==> config.mk <==
export PLATFORM = sky130hd
export DESIGN_NAME = modrm_sib_decode
export DESIGN_NICKNAME = d
export VERILOG_FILES = /design/src/rtl/modrm_sib_decode.sv
export SDC_FILE = /design/constraint.sdc
export NUM_CORES = 1
export LEC_CHECK = 0
export BUFFER_PORTS_ARGS = -buffer_cell sky130_fd_sc_hd__buf_2
export CAP_MARGIN = 30
export CORE_MARGIN = 2
export CORE_UTILIZATION = 43
export CTS_CLUSTER_DIAMETER = 50
export DETAILED_ROUTE_END_ITERATION = 8
export PLACE_DENSITY = 0.73
export SYNTH_ARGS = -nofsm -noshare
export SYNTH_HDL_FRONTEND = slang
export SYNTH_SLANG_ARGS = --single-unit
==> constraint.sdc <==
create_clock -name clk -period 7 [get_ports clk]
set_input_delay 0 -clock clk [delete_from_list [all_inputs] [get_ports clk]]
set_output_delay 0 -clock clk [all_outputs]
set_load 0.005 [all_outputs]
==> src/rtl/modrm_sib_decode.sv <==
// ModR/M + SIB effective-address decoder: pops ModR/M, SIB and displacement bytes from the prefetch FIFO.
// Define MODRM_BP_BASE_EN to compute bp_as_base (stack-segment default); otherwise it is tied to 0.
module modrm_sib_decode #(
  parameter int ADDR_WIDTH = 16
) (
  input  logic                  clk,
  input  logic                  reset_n,
  input  logic                  start,
  input  logic                  flush,
  input  logic                  addr32,
  output logic                  busy,
  output logic                  complete,
  output logic [ADDR_WIDTH-1:0] effective_address,
  output logic [2:0]            regnum,
  output logic [2:0]            rm_regnum,
  output logic                  rm_is_reg,
  output logic                  bp_as_base,
  output logic [2:0]            reg_sel [2],
  input  logic [ADDR_WIDTH-1:0] regs [2],
  output logic                  fifo_rd_en,
  input  logic [7:0]            fifo_rd_data,
  input  logic                  fifo_empty
);

  localparam bit WIDE = (ADDR_WIDTH == 32);

  typedef enum logic [2:0] {IDLE, MODRM, SIB, DISP, CALC, DONE} state_t;

  state_t                  state;
  logic                    a32_q;
  logic [1:0]              mod_q;
  logic [7:0]              sib_q;
  logic [ADDR_WIDTH-1:0]   disp_q;
  logic                    disp_is8;
  logic [2:0]              disp_cnt;
  logic [1:0]              disp_idx;

  logic                    pop;
  logic                    need_sib;
  logic [2:0]              modrm_disp_len;
  logic [2:0]              sib_disp_len;
  logic                    sib_mode;
  logic [ADDR_WIDTH-1:0]   disp_ext;
  logic [15:0]             sum16;
  logic [ADDR_WIDTH-1:0]   ea_next;

  assign busy = (state != IDLE);
  assign pop  = !flush && !fifo_empty && (state == MODRM || state == SIB || state == DISP);
  assign fifo_rd_en = pop;

  always_comb begin
    need_sib       = a32_q && (fifo_rd_data[7:6] != 2'b11) && (fifo_rd_data[2:0] == 3'b100);
    modrm_disp_len = 3'd0;
    case (fifo_rd_data[7:6])
      2'b01: modrm_disp_len = 3'd1;
      2'b10: modrm_disp_len = a32_q ? 3'd4 : 3'd2;
      2'b00: begin
        if (!a32_q && fifo_rd_data[2:0] == 3'b110) modrm_disp_len = 3'd2;
        if (a32_q && fifo_rd_data[2:0] == 3'b101)  modrm_disp_len = 3'd4;
      end
      default: modrm_disp_len = 3'd0;
    endcase
    sib_disp_len = 3'd0;
    if (mod_q == 2'b01) sib_disp_len = 3'd1;
    else if (mod_q == 2'b10) sib_disp_len = 3'd4;
    else if (mod_q == 2'b00 && fifo_rd_data[2:0] == 3'b101) sib_disp_len = 3'd4;
  end

  // Register selects are only meaningful in CALC; elsewhere they rest at 0.
  always_comb begin
    sib_mode   = a32_q && (mod_q != 2'b11) && (rm_regnum == 3'b100);
    reg_sel[0] = 3'd0;
    reg_sel[1] = 3'd0;
    if (state == CALC) begin
      if (!a32_q) begin
        case (rm_regnum)
          3'b010, 3'b011, 3'b110: reg_sel[0] = 3'd5;
          3'b100:                 reg_sel[0] = 3'd6;
          3'b101:                 reg_sel[0] = 3'd7;
          default:                reg_sel[0] = 3'd3;
        endcase
        reg_sel[1] = rm_regnum[0] ? 3'd7 : 3'd6;
      end else if (sib_mode) begin
        reg_sel[0] = sib_q[2:0];
        reg_sel[1] = sib_q[5:3];
      end else begin
        reg_sel[0] = rm_regnum;
      end
    end
  end

  always_comb begin
    disp_ext = disp_is8 ? {{(ADDR_WIDTH-8){disp_q[7]}}, disp_q[7:0]} : disp_q;
    sum16    = 16'd0;
    ea_next  = '0;
    if (!a32_q) begin
      if (mod_q == 2'b00 && rm_regnum == 3'b110)
        sum16 = disp_ext[15:0];
      else
        sum16 = regs[0][15:0] + (rm_regnum[2] ? 16'd0 : regs[1][15:0]) + disp_ext[15:0];
      ea_next = ADDR_WIDTH'(sum16);
    end else if (sib_mode) begin
      ea_next = ((sib_q[2:0] == 3'b101 && mod_q == 2'b00) ? '0 : regs[0])
              + ((sib_q[5:3] == 3'b100) ? '0 : (regs[1] << sib_q[7:6]))
              + disp_ext;
    end else if (mod_q == 2'b00 && rm_regnum == 3'b101) begin
      ea_next = disp_ext;
    end else begin
      ea_next = regs[0] + disp_ext;
    end
  end

  // Main sequencer; flush overrides everything and leaves result outputs untouched.
  always_ff @(posedge clk or negedge reset_n) begin
    if (!reset_n) begin
      state             <= IDLE;
      a32_q             <= 1'b0;
      mod_q             <= 2'b00;
      sib_q             <= 8'd0;
      disp_q            <= '0;
      disp_is8          <= 1'b0;
      disp_cnt          <= 3'd0;
      disp_idx          <= 2'd0;
      complete          <= 1'b0;
      effective_address <= '0;
      regnum            <= 3'd0;
      rm_regnum         <= 3'd0;
      rm_is_reg         <= 1'b0;
    end else begin
      complete <= 1'b0;
      if (flush) begin
        state <= IDLE;
      end else begin
        case (state)
          IDLE: if (start) begin
            state    <= MODRM;
            a32_q    <= addr32 & WIDE;
            disp_q   <= '0;
            disp_is8 <= 1'b0;
            disp_idx <= 2'd0;
          end
          MODRM: if (pop) begin
            mod_q     <= fifo_rd_data[7:6];
            regnum    <= fifo_rd_data[5:3];
            rm_regnum <= fifo_rd_data[2:0];
            rm_is_reg <= (fifo_rd_data[7:6] == 2'b11);
            if (need_sib) begin
              state <= SIB;
            end else if (modrm_disp_len != 3'd0) begin
              state    <= DISP;
              disp_cnt <= modrm_disp_len;
              disp_is8 <= (modrm_disp_len == 3'd1);
            end else begin
              state <= CALC;
            end
          end
          SIB: if (pop) begin
            sib_q <= fifo_rd_data;
            if (sib_disp_len != 3'd0) begin
              state    <= DISP;
              disp_cnt <= sib_disp_len;
              disp_is8 <= (sib_disp_len == 3'd1);
            end else begin
              state <= CALC;
            end
          end
          DISP: if (pop) begin
            disp_q   <= disp_q | (ADDR_WIDTH'(fifo_rd_data) << {disp_idx, 3'b000});
            disp_idx <= disp_idx + 2'd1;
            disp_cnt <= disp_cnt - 3'd1;
            if (disp_cnt == 3'd1) state <= CALC;
          end
          CALC: begin
            if (!rm_is_reg) effective_address <= ea_next;
            complete <= 1'b1;
            state    <= DONE;
          end
          DONE:    state <= IDLE;
          default: state <= IDLE;
        endcase
      end
    end
  end

`ifdef MODRM_BP_BASE_EN
  logic bp_next;

  always_comb begin
    bp_next = 1'b0;
    if (!a32_q)
      bp_next = (mod_q != 2'b11 && rm_regnum[2:1] == 2'b01) ||
                (rm_regnum == 3'b110 && (mod_q == 2'b01 || mod_q == 2'b10));
    else if (sib_mode)
      bp_next = (sib_q[2:0] == 3'b100) || (sib_q[2:0] == 3'b101 && mod_q != 2'b00);
    else if (mod_q != 2'b11)
      bp_next = (rm_regnum == 3'b101 && mod_q != 2'b00);
  end

  always_ff @(posedge clk or negedge reset_n) begin
    if (!reset_n)
      bp_as_base <= 1'b0;
    else if (state == CALC && !flush)
      bp_as_base <= bp_next;
  end
`else
  assign bp_as_base = 1'b0;
`endif

endmodule

# Word level (Yosys, flattened, before mapping)
# Cells that the tools add are included.
# Widths: inputs -> output; s select.
[word_totals]
latchBits = 0
ff_bits = 51
mem_bits_rw = 0
wordCells = 113
inputBits = 46
rom_bits = 0
mem_count = 0
[op_classes]
n_addsub = 4
order_cmp = 0
mul = 0
mux = 40
shifts = 1
div_mod_pow = 0
n_eq_ne = 30
n_reduce_logical = 24
bitwise = 3
[op_table]
columns = ["op", "count"]
rows = [
  ["$mux 16", 5],
  ["$mux 3", 16],
  ["$add 16x16->16", 2],
  ["$pmux 16 s2", 1],
  ["$eq 3x3->1 const B", 6],
  ["$pmux 3 s3", 2],
  ["$or 16x16->16", 1],
  ["$shl 8x5->16", 1],
  ["$pmux 3 s5", 1],
  ["$reduce_bool 3->1", 5],
  ["$reduce_and 7->1", 2],
  ["$eq 3x1->1 const B", 4],
  ["$eq 3x2->1 const B", 4],
  ["$ne 3x3->1 const B", 4],
  ["$mux 1", 8],
  ["$ne 2x2->1 const B", 4],
  ["$eq 2x2->1 const B", 3],
  ["$mux 2", 3],
  ["$mux 6", 1],
  ["$pmux 2 s3", 1],
  ["$reduce_and 3->1", 2],
  ["$reduce_and 5->1", 1],
  ["$eq 2x1->1 const B", 2],
  ["$logic_and 1x1->1", 4],
  ["14 further kinds", 19],
]

# Depth between registers and ports, before layout
# Gate-level depths: netlist of run 1.
[logic_depth]
depth_word = 10
ltp_mapped = 14
ltp_nobuf = 13

# Worst setup path before layout of run 1
# Ideal clock, no wire load.
[synth_path]
path_kind = "register -> register"
from = "register rm_regnum[2]"
to = "register effective_address[15]"
n_path_buf = 1
setup_ps = 66
slack_ps = 3807
arrival_ps = 3127
path_stages_with_launch = 14
synth_period_minus_slack_ps = 3193
cell_sequence = "dfrtp_1 > clkbuf_1 > nor2b_1 > fa_1 > ha_1 > inv_1 > fa_1 > nand2b_1 > a21oi_2 > o31ai_4 > o311ai_2 > a221o_1 > mux2_4 > nand3_2"
[synth_between]
elab_chain_len = 4
[synth_rtl]
columns = ["element", "line_no", "rtl"]
rows = [
  ["start: declaration", "15", "output logic [2:0] rm_regnum,"],
  ["start signal: assignment", "145", "rm_regnum <= fifo_rd_data[2:0];"],
  ["$mux 16", "100", "sum16 = regs[0][15:0] + (rm_regnum[2] ? 16'd0 : regs[1][15:0]) + disp_ext[15:0];"],
  ["$add 16x16->16 (2 in series)", "100", ""],
  ["$mux 16 *", "97", "if (mod_q == 2'b00 && rm_regnum == 3'b110)"],
  ["end signal: assignment", "174", "if (!rm_is_reg) effective_address <= ea_next;"],
  ["end: declaration", "13", "output logic [ADDR_WIDTH-1:0] effective_address,"],
]
# Mark *: on every way between the ends. The rest lies on a longest branch, timed or not.
# A chain may end at the register's enable or synchronous reset.

# Worst setup path in the final report of run 1
# Same ends and word-level chain as after synthesis.

==> out/qor.csv, run 1 <==
stage,metric,value,unit
detailed_routing,via-per-instance ratio,5.48,
sta,final setup TNS,0,ps
final_layout,# fillers,778,
floorplanning,Ports,79,
power_and_ir_drop,Tot Pwr,1730,uW
worst_hold_path,WHS Path Cells,2,
detailed_routing,via count,3230,
final_layout,Util after Layout,0.520,
synthesis,"Cell Area, Synth",3710,um^2
global_routing,largest net degree at the start of global routing,52,
worst_setup_path,worst-path cell chain,nor2b_1 -> fa_1 -> ha_1 -> inv_1 -> fa_1 -> nand2b_1 -> a21oi_2 -> o31ai_4 -> o311ai_2 -> a221o_1 -> mux2i_1 -> nand3_2,
final_layout,share of cells above drive strength 1,0.227,
synthesis,number of flops mapped to enable cells by yosys,0,
worst_setup_path,flop2flop setup slack,3280,ps
floorplanning,Die Area,9390,um^2
synthesis,Syn. warnings,0,
worst_setup_path,crit end category,flop,
global_routing,vias in the first global route,3180,
detailed_routing,Post-DRT Antenna Nets,0,
synthesis,asr flop ratio synth,1.00,
synthesis,share of the yosys chip area belonging to registers,0.344,
clock_network,CTS tree,done,
worst_setup_path,RR Startpoint,rm_regnum[2],
global_routing,met1 GRT Util,0.266,
synthesis,largest cells by area after synthesis,"dfrtp_1 (34%), fa_1 (8.6%), a21oi_1 (5.9%)",
worst_setup_path,arrival time worst endpoint,3930,ps
worst_setup_path,cell family with most CP delay,adder cells,
worst_setup_path,worst r2r path cells,12,
global_routing,total track usage,0.193,
worst_setup_path,CP startpoint kind,flop,
synthesis,Synth area leader,dfrtp_1,
final_layout,antenna fix cells,0,
global_routing,GR Layer Usage met3,0.0296,
floorplanning,Rows,33,
power_and_ir_drop,power density over the cells,401,nW/um^2
worst_setup_path,kind of critical path,reg -> reg,
clock_network,post-CTS setup buffer count,0,
final_layout,Final #Nets,562,
worst_setup_path,critical path's largest stage delay,850,ps
worst_setup_path,"Top cell by count, worst path",fa_1,
final_layout,Regs by FF count,"disp_q (16), effective_address (16)",
clock_network,CTS buffer count,5,
sta,RSZ-0062 raised after global routing,no,
sta,Final setup viols,0,
detailed_routing,DR DRC count,0,
worst_setup_path,Critical-path top delay cell,dfrtp_1,
floorplanning,Core Area,8300,um^2
power_and_ir_drop,Lkg Pwr,0.00210,uW
clock_network,Max Buffers Root-to-Sink,2,
synthesis,Avg Synthesized Cell Area,9.00,um^2
global_routing,initial antenna violation count,0,
sta,Worst slew margin,0.401,
floorplanning,chip height,96.9,um
floorplanning,die width,96.9,um
clock_network,# H-tree levels,2,
synthesis,Seq cells post-synth,51,
place,PortBufs,76,
floorplanning,Initial Utilization,0.447,
sta,final-report hold violation count,0,
global_routing,global-route congestion overflow total,0,
synthesis,Mapped Nets,490,
worst_setup_path,Max Fanout on Critical Path,22,
global_routing,GR Layer Usage met2,0.315,
sta,Clock Skews,13.1,ps
detailed_routing,Initial DRC Count,170,
global_routing,global routing's busiest layer,met2,
worst_hold_path,Hold Path Class,in -> reg,
worst_setup_path,CP Buf/Inv Count,1,
worst_setup_path,Crit Reg-Reg Endpoint,effective_address[15],
run,max-cap violations,0,
sta,FMAX,0.269,GHz
sta,worst-margin pin slew,899,ps
clock_network,post-cts resize count,0,
synthesis,Synth Flop Type,dfrtp_1,
detailed_routing,drt first pass iters,4,
clock_network,worst skew pair latency,320,ps
global_routing,global-route wire length before repair,15100,um
final_layout,non-filler instance count after layout,589,
clock_network,Clock transition at path regs,100,ps
detailed_routing,average wire per standard cell,15.2,um
worst_hold_path,Worst Hold Launch,fifo_rd_data[6],
place,routability cong.,0.868,
detailed_routing,Detailed Route WL,8930,um
power_and_ir_drop,Worst VDD drop,0.224,mV
synthesis,Synth Instances,412,
place,Inst Count DP,575,
worst_setup_path,worst endpoint required time,7210,ps
sta,fin crit period,3720,ps
clock_network,clock sink count,51,
worst_hold_path,Hold Path Sink,mod_q[0],
sta,fin. max-slew vios,0,
place,DP Wirelength,6650,um
outcome,status,completed,
clock_network,clock root buffer,clkbuf_8,
sta,final hold slack,27.4,ps
final_layout,Layout area overhead,16.3,%
synthesis,Yosys top cell area share,0.344,
sta,period utilization,0.531,
synthesis,Yosys cell types,60,
[cell usage after synthesis (2+ instances only)]
master,count
dfrtp_1,51
a21oi_1,44
nor2_1,39
nand2_1,31
inv_1,26
nor2b_1,20
o21ai_0,20
nand3_1,19
fa_1,16
ha_1,16
clkbuf_1,12
mux2_2,8
nand2b_1,8
a31oi_1,7
xnor2_1,7
a21o_1,6
and3_1,6
nand3b_1,5
nor3_1,4
nor4_1,4
o211ai_1,4
o21a_1,4
a211o_1,3
a211oi_1,3
and2_1,3
buf_2,3
buf_4,3
buf_6,3
a21oi_2,2
mux2i_1,2
nand4_1,2
o31ai_1,2
xor2_1,2
[worst reg2reg max path: stages (launching register included)]
cell      delay (ps)
dfrtp_1          850
nor2b_1          140
fa_1             530
ha_1             200
inv_1             60
fa_1             380
nand2b_1         200
a21oi_2          250
o31ai_4          100
o311ai_2         310
a221o_1          270
mux2i_1          240
nand3_2           80
[cells in the final DEF, fill, tap and decap left out, types with 3 or more instances in the layout]
cell type,synthesis,final
nor2_1,39,39
and3_1,6,6
nor3_1,4,3
o21ai_0,20,20
dfrtp_1,51,51
nor4_1,4,3
a21oi_1,44,44
ha_1,16,16
o211ai_1,4,4
buf_4,3,3
nand2_1,31,31
clkbuf_8,0,5
xnor2_1,7,7
a31oi_1,7,7
a211oi_1,3,3
fa_1,16,16
o21a_1,4,4
buf_2,3,76
and2_1,3,3
a21o_1,6,6
nand3_1,19,19
nor2b_1,20,20
mux2_2,8,8
nand3b_1,5,5
a211o_1,3,3
nand2b_1,8,8
dlygate4sd3_1,0,7
inv_1,26,26
[through the flow]
| step | instance area, um^2 | setup slack, ps |
|---|---|---|
| final | 4320 | 3280 |
| after CTS | 4320 | 3250 |
| after detailed placement | 4140 | 3250 |
| after global routing | 4320 | 3020 |
| after global placement | 4130 | 3390 |
| after floorplan | 3710 | 3810 |
[report_power, final]
part	switching (uW)	total (uW)	internal, uW
logic	555	1010	459
clock network	105	210	105
registers	112	506	394
total	772	1730	958
[metal layers]
metal | routed length (um) | vias up
met1 | 4320 | 1552
met3 | 389 | 15
met5 | 0 | -
met4 | 169 | 0
met2 | 4050 | 89
li1 | - | 1574
[how the worst max path moves through the flow]
| stage | start | slack (ps) | cells after the start | end |
|---|---|---|---|---|
| global route | rm_regnum[2] | 3020 | 12 | effective_address[15] |
| floorplan | rm_regnum[2] | 3810 | 13 | effective_address[15] |
| global placement | rm_regnum[2] | 3390 | 12 | effective_address[15] |
| CTS | rm_regnum[2] | 3250 | 12 | effective_address[15] |
| finish | rm_regnum[2] | 3280 | 12 | effective_address[15] |
| detailed placement | rm_regnum[2] | 3250 | 12 | effective_address[15] |
[layout make-up]
type / instances / area (um^2) / area share
clock buffer: 5 / 68.8 / 0.0159
clock inverter: 2 / 37.5 / 0.00870
inverter: 26 / 97.6 / 0.0226
multi-input combinational: 314 / 2230 / 0.517
sequential: 51 / 1280 / 0.296
tap: 105 / 131 / 0.0304
timing repair buffer: 86 / 473 / 0.110
[repair_timing]
| action | 4_1_cts | 5_1_grt |
|---|---|---|
| hold endpoints to repair | 61 | 0 |
| hold buffers | 7 | 0 |
| setup endpoints to repair | 0 | 0 |
[cell families (layout without fill, tap and decap cells)]
kind of cell | after synthesis | after routing | synth area share
AO/OA/AOI/OAI | 108 | 108 | 0.186
XOR/XNOR | 9 | 9 | 0.0212
adder cells (fa/ha/maj) | 32 | 32 | 0.140
buffers and inverters | 47 | 119 | 0.0577
flip-flops | 51 | 51 | 0.344
multiplexers | 11 | 11 | 0.0337
other | 1 | 1 | 0.00101
AND/OR/NAND/NOR | 153 | 153 | 0.217
Power figures use the tool's default switching activity.
==> run 2, diff against run 1 <==
clock period = 3.7 ns   (was 7 ns; I/O delays follow)
==> run 2 against run 1 <==
Net effect:
- clock skew shrank 1.4 ps
- largest cell class unchanged
- sequential power is 83% higher
- clock-buffer cell count unchanged
- critical endpoint unchanged
- via count down 0.40%
==> out/qor.csv, run 2 (synthesized netlist as in run 1, its figures left out) <==
stage,metric,value,unit,change
floorplanning,Ports,79,,unchanged
outcome,status,completed,,
power_and_ir_drop,Worst VDD drop,0.436,mV,+94%
worst_setup_path,arrival time worst endpoint,3500,ps,-430 ps
clock_network,CTS buffer count,5,,unchanged
worst_hold_path,Hold Path Class,in -> reg,,
final_layout,cell area after layout,4290,um^2,-0.61%
detailed_routing,via count,3217,,-0.40%
global_routing,largest net degree at the start of global routing,52,,unchanged
floorplanning,Core Area,8300,um^2,unchanged
clock_network,CTS tree,done,,
floorplanning,Die Area,9390,um^2,unchanged
place,Area after DPL,4150,um^2,+0.18%
sta,final hold slack,9.68,ps,-17.7 ps
detailed_routing,DR DRC count,0,,unchanged
worst_setup_path,CP startpoint kind,flop,,
sta,Final setup viols,0,,unchanged
sta,period utilization,0.888,,+0.356
global_routing,global-route congestion overflow total,0,,unchanged
clock_network,Max Buffers Root-to-Sink,2,,unchanged
floorplanning,chip height,96.9,um,unchanged
sta,FMAX,0.304,GHz,+13%
global_routing,global-route wire length before repair,15300,um,+1.4%
clock_network,Clock transition at path regs,100,ps,about the same
floorplanning,Rows,33,,unchanged
worst_hold_path,Worst Hold Launch,fifo_rd_data[1],,
sta,final setup TNS,0,ps,unchanged
place,PortBufs,76,,unchanged
power_and_ir_drop,Clk pwr share,0.101,,-0.020
final_layout,antenna fix cells,0,,unchanged
final_layout,Util after Layout,0.517,,-0.00317
worst_setup_path,crit end category,flop,,
sta,RSZ-0062 raised after global routing,no,,
place,routability cong.,0.901,,+3.8%
clock_network,# H-tree levels,2,,unchanged
detailed_routing,average wire per standard cell,15.0,um,-0.78%
worst_setup_path,Max Fanout on Critical Path,19,,-14%
worst_setup_path,flop2flop setup slack,420,ps,-2870 ps
detailed_routing,Initial DRC Count,148,,-13%
power_and_ir_drop,Lkg Pwr,0.00210,uW,-0.26%
clock_network,post-CTS setup buffer count,0,,unchanged
floorplanning,Initial Utilization,0.447,,unchanged
clock_network,clock root buffer,clkbuf_8,,
global_routing,total track usage,0.196,,+0.00289
sta,final-report hold violation count,0,,unchanged
final_layout,Final #Nets,562,,unchanged
sta,Clock Skews,11.6,ps,-1.44 ps
global_routing,initial antenna violation count,0,,unchanged
power_and_ir_drop,power density over the cells,751,nW/um^2,+87%
worst_hold_path,Hold Path Sink,rm_regnum[1],,
power_and_ir_drop,Switching Share,0.457,,+0.0109
worst_setup_path,RR Startpoint,rm_regnum[2],,
clock_network,worst skew pair latency,310,ps,about the same
power_and_ir_drop,share of total power in sequential cells,0.288,,-0.004
sta,worst-margin pin slew,921,ps,+22.5 ps
clock_network,clock sink count,51,,unchanged
final_layout,share of cells above drive strength 1,0.229,,+0.00207
worst_setup_path,Crit Reg-Reg Endpoint,effective_address[15],,
detailed_routing,via-per-instance ratio,5.46,,-0.40%
detailed_routing,Detailed Route WL,8860,um,-0.78%
power_and_ir_drop,Sw Pwr,1470,uW,+91%
worst_setup_path,kind of critical path,reg -> reg,,
final_layout,Regs by FF count,"disp_q (16), effective_address (16)",,
power_and_ir_drop,Comb pwr share,0.611,,+0.025
detailed_routing,Post-DRT Antenna Nets,0,,unchanged
run,max-cap violations,0,,unchanged
global_routing,vias in the first global route,3220,,+1.3%
worst_setup_path,worst r2r path cells,12,,unchanged
final_layout,# fillers,790,,+1.5%
worst_setup_path,worst endpoint required time,3910,ps,-3300 ps
final_layout,Layout area overhead,15.6,%,
floorplanning,die width,96.9,um,unchanged
sta,fin. max-slew vios,0,,unchanged
power_and_ir_drop,Internal Pwr Total,1750,uW,+83%
sta,Worst slew margin,0.386,,-0.0150
place,DP Wirelength,6820,um,+2.6%
worst_hold_path,WHS Path Cells,3,,+1
final_layout,"most common cell after layout, fill and taps aside",buf_2,,
sta,fin crit period,3280,ps,-435 ps
detailed_routing,drt first pass iters,4,,unchanged
final_layout,most frequent cells in the layout,"buf_2 (76), dfrtp_1 (51), a21oi_1 (44)",,
run 2: cell types whose count changed in the layout (fill, tap and decap cells not counted):
cell / change
clkinv_2: +1
buf_4: +1
clkinvlp_4: -1
dlygate4sd3_1: -1
bufinv_16: -1
clkinv_4: +1
run 2: area by class of cell:
cell class              count  area (um^2)  share of cell area
multi-input cells         314         2230               0.520
inverters                  26         97.6              0.0228
flip-flops and latches     51         1280               0.298
clock buffers               5         68.8              0.0160
clock inverters             2         13.8             0.00321
well taps                 105          131              0.0306
repair buffers             86          470               0.110
run 2: power by group through the flow:
stage               sequential (uW)  clock [uW]  combinational, uW
finish                          928         326               1970
global route                    959         362               2210
floorplan                       886           0               1480
detailed placement              937           0               1950
CTS                             929         335               1970
global placement                927           0               1890
run 2: worst max path at each step:
| stage | startpoint | end | slack, ps | cells after the start |
|---|---|---|---|---|
| final | rm_regnum[2] | effective_address[15] | 420 | 12 |
| after global routing | rm_regnum[2] | effective_address[15] | 210 | 12 |
| after CTS | rm_regnum[2] | effective_address[15] | 370 | 12 |
| after detailed placement | rm_regnum[2] | effective_address[15] | 390 | 12 |
| after global placement | rm_regnum[2] | effective_address[15] | 490 | 12 |
| after floorplan | rm_regnum[2] | effective_address[15] | 510 | 13 |
run 2: timing repair:
item                      CTS  global route
hold buffers                6             0
gates resized for setup     0             0
hold endpoints to repair   61             0
run 2: metrics by stage:
stage,instances,worst slack [ps],power (uW)
after floorplan,412,507,2360
final,589,415,3220
after CTS,589,373,3240
after global placement,576,492,2820
after detailed placement,576,387,2890
after global routing,589,210,3530
run 2: worst max-delay path, stage by stage (launching register included):
cell	delay [ps]
dfrtp_1	390
buf_4	240
nor2b_1	90
fa_1	510
inv_1	70
fa_1	440
nand2b_1	200
a21oi_2	260
o31ai_4	100
o311ai_2	300
a221o_1	260
mux2i_1	240
nand3_2	80
run 2: metal layers:
metal | track usage | vias to the layer above | share of wire
li1 | - | 1573 | -
met1 | 0.274 | 1542 | 0.47
met2 | 0.316 | 90 | 0.47
met3 | 0.0340 | 12 | 0.049
met4 | 0.0509 | 0 | 0.015
met5 | 0 | - | 0
==> run 3, diff against run 2 <==
CTS_BUF_LIST = sky130_fd_sc_hd__clkbuf_4   (was unset)
==> run 3 against run 2 <==
Net effect:
- fmax about the same
- final area increased by 0.20%
- sequential power about the same
- combinational power about the same
- core utilization increased by 0.11 points
- die area unchanged
- worst hold slack improved by 27 ps
- final cell count increased by 0.68%
==> out/qor.csv, run 3 (synthesized netlist as in run 1, its figures left out) <==
stage,metric,value,unit,change
outcome,status,completed,,
clock_network,worst skew pair latency,390,ps,+80 ps
worst_setup_path,cell family with most CP delay,adder cells,,
floorplanning,die width,96.9,um,unchanged
clock_network,clock root buffer,clkbuf_4,,
detailed_routing,Initial DRC Count,164,,+11%
worst_setup_path,arrival time worst endpoint,3580,ps,+80 ps
final_layout,most frequent cells in the layout,"buf_2 (76), dfrtp_1 (51), a21oi_1 (44)",,
global_routing,total track usage,0.199,,+0.00276
clock_network,CTS tree,done,,
place,routability cong.,0.901,,unchanged
power_and_ir_drop,Worst VDD drop,0.443,mV,+1.7%
detailed_routing,via-per-instance ratio,5.43,,-0.55%
detailed_routing,Highest Signal Layer,met4,,
worst_setup_path,Max Fanout on Critical Path,19,,unchanged
global_routing,global-route wire length before repair,15500,um,+1.2%
worst_setup_path,worst endpoint required time,3990,ps,+80 ps
sta,fin crit period,3290,ps,+2.87 ps
final_layout,"most common cell after layout, fill and taps aside",buf_2,,
worst_setup_path,worst-path cell chain,buf_4 -> nor2b_1 -> fa_1 -> inv_1 -> fa_1 -> nand2b_1 -> a21oi_2 -> o31ai_4 -> o311ai_2 -> a221o_1 -> mux2i_1 -> nand3_2,,
global_routing,vias in the first global route,3283,,+2.0%
worst_setup_path,Critical-path top delay cell,fa_1,,
final_layout,Regs by FF count,"disp_q (16), effective_address (16)",,
final_layout,Layout area overhead,15.9,%,
detailed_routing,DR DRC count,0,,unchanged
clock_network,# H-tree levels,2,,unchanged
clock_network,Clock transition at path regs,160,ps,+60 ps
worst_setup_path,CP startpoint kind,flop,,
final_layout,non-filler instance count after layout,593,,+0.68%
clock_network,Max Buffers Root-to-Sink,2,,unchanged
floorplanning,chip height,96.9,um,unchanged
worst_setup_path,CP Buf/Inv Count,2,,unchanged
detailed_routing,Post-DRT Antenna Nets,0,,unchanged
sta,Clock Skews,14.2,ps,+2.64 ps
detailed_routing,via count,3221,,+0.12%
global_routing,largest net degree at the start of global routing,52,,unchanged
power_and_ir_drop,Lkg Pwr,0.00210,uW,+0.18%
worst_hold_path,Hold Path Class,in -> reg,,
detailed_routing,metal3 WL,428,um,-0.47%
worst_setup_path,crit end category,flop,,
final_layout,antenna fix cells,0,,unchanged
final_layout,Util after Layout,0.518,,+0.00106
power_and_ir_drop,power density over the cells,735,nW/um^2,-2.1%
floorplanning,Ports,79,,unchanged
place,PortBufs,76,,unchanged
place,DP Wirelength,6820,um,unchanged
detailed_routing,Detailed Route WL,9000,um,+1.6%
detailed_routing,average wire per standard cell,15.2,um,+0.89%
sta,RSZ-0062 raised after global routing,no,,
detailed_routing,Routed met2 length,4240,um,+2.7%
global_routing,global-route congestion overflow total,0,,unchanged
sta,final-report hold violation count,0,,unchanged
worst_setup_path,critical path's largest stage delay,510,ps,about the same
sta,Final setup viols,0,,unchanged
sta,worst-margin pin slew,892,ps,-29.2 ps
worst_setup_path,"Top cell by count, worst path",fa_1,,
floorplanning,Die Area,9390,um^2,unchanged
clock_network,CTS buffer count,5,,unchanged
place,Inst Count DP,576,,unchanged
final_layout,Final #Nets,566,,+0.71%
worst_setup_path,kind of critical path,reg -> reg,,
detailed_routing,Routed met1 length,4200,um,+0.70%
global_routing,initial antenna violation count,0,,unchanged
floorplanning,Core Area,8300,um^2,unchanged
sta,Worst slew margin,0.405,,+0.0195
sta,period utilization,0.889,,about the same
sta,FMAX,0.304,GHz,about the same
clock_network,clock sink count,51,,unchanged
clock_network,post-CTS setup buffer count,0,,unchanged
run,max-cap violations,0,,unchanged
sta,final setup TNS,0,ps,unchanged
final_layout,share of cells above drive strength 1,0.227,,-0.00188
sta,fin. max-slew vios,0,,unchanged
detailed_routing,drt first pass iters,4,,unchanged
floorplanning,Rows,33,,unchanged
floorplanning,Initial Utilization,0.447,,unchanged
==> run 3: cell count changes in the layout (fill, tap and decap cells not counted) <==
| cell | change |
|---|---|
| clkbuf_8 | -5 |
| clkbuf_4 | +5 |
| dlygate4sd3_1 | +4 |
==> run 3: what timing repair did <==
action                                 in CTS  in global routing
hold buffers                               10                  0
resized for setup                           0                  0
endpoints found under the hold margin      80                  0
==> run 3: area by class of cell <==
cell class	instances	area, um^2
Inverter	26	97.6
Timing Repair Buffer	90	510
Fill cell	792	4000
Tap cell	105	131
Sequential cell	51	1280
Clock buffer	5	37.5
Clock inverter	2	13.8
Multi-Input combinational cell	314	2230
==> run 3: metal layers <==
metal,vias up,GRT usage
li1,1579,-
met1,1546,0.272
met2,84,0.327
met3,12,0.0347
met4,0,0.0520
met5,-,0
==> run 3: where the power goes <==
group | switching (uW) | internal [uW]
Sequential | 184 | 744
Clock | 190 | 71.3
Combinational | 1090 | 877
==> run 3: through the flow <==
| step | cell area (um^2) | hold slack, ps | total power [uW] | setup WS, ps |
|---|---|---|---|---|
| after floorplan | 3710 | -296 | 2360 | 507 |
| after global routing | 4300 | 62.9 | 3460 | 205 |
| final | 4300 | 36.3 | 3160 | 413 |
| after CTS | 4300 | 21.6 | 3170 | 374 |
| after detailed placement | 4150 | 165 | 2890 | 387 |
| after global placement | 4150 | 157 | 2820 | 492 |
==> run 3: worst min-delay path, stage by stage <==
cell and delay (ps):
buf_2 90, o21a_1 130, a21oi_1 40, o21ai_0 140
==> run 3: path summary, 6_finish.rpt <==
| check | start | end | slack [ps] | cells past startpoint |
|---|---|---|---|---|
| min in group asynchronous | reset_n | state[0] | 230 | 3 |
| max | rm_regnum[2] | effective_address[15] | 410 | 12 |
| min reg2reg | effective_address[11] | effective_address[11] | 490 | 2 |
| max reg2reg | rm_regnum[2] | effective_address[15] | 410 | 12 |
| max in group asynchronous | reset_n | effective_address[9] | 3020 | 3 |
| min | start | state[0] | 40 | 4 |
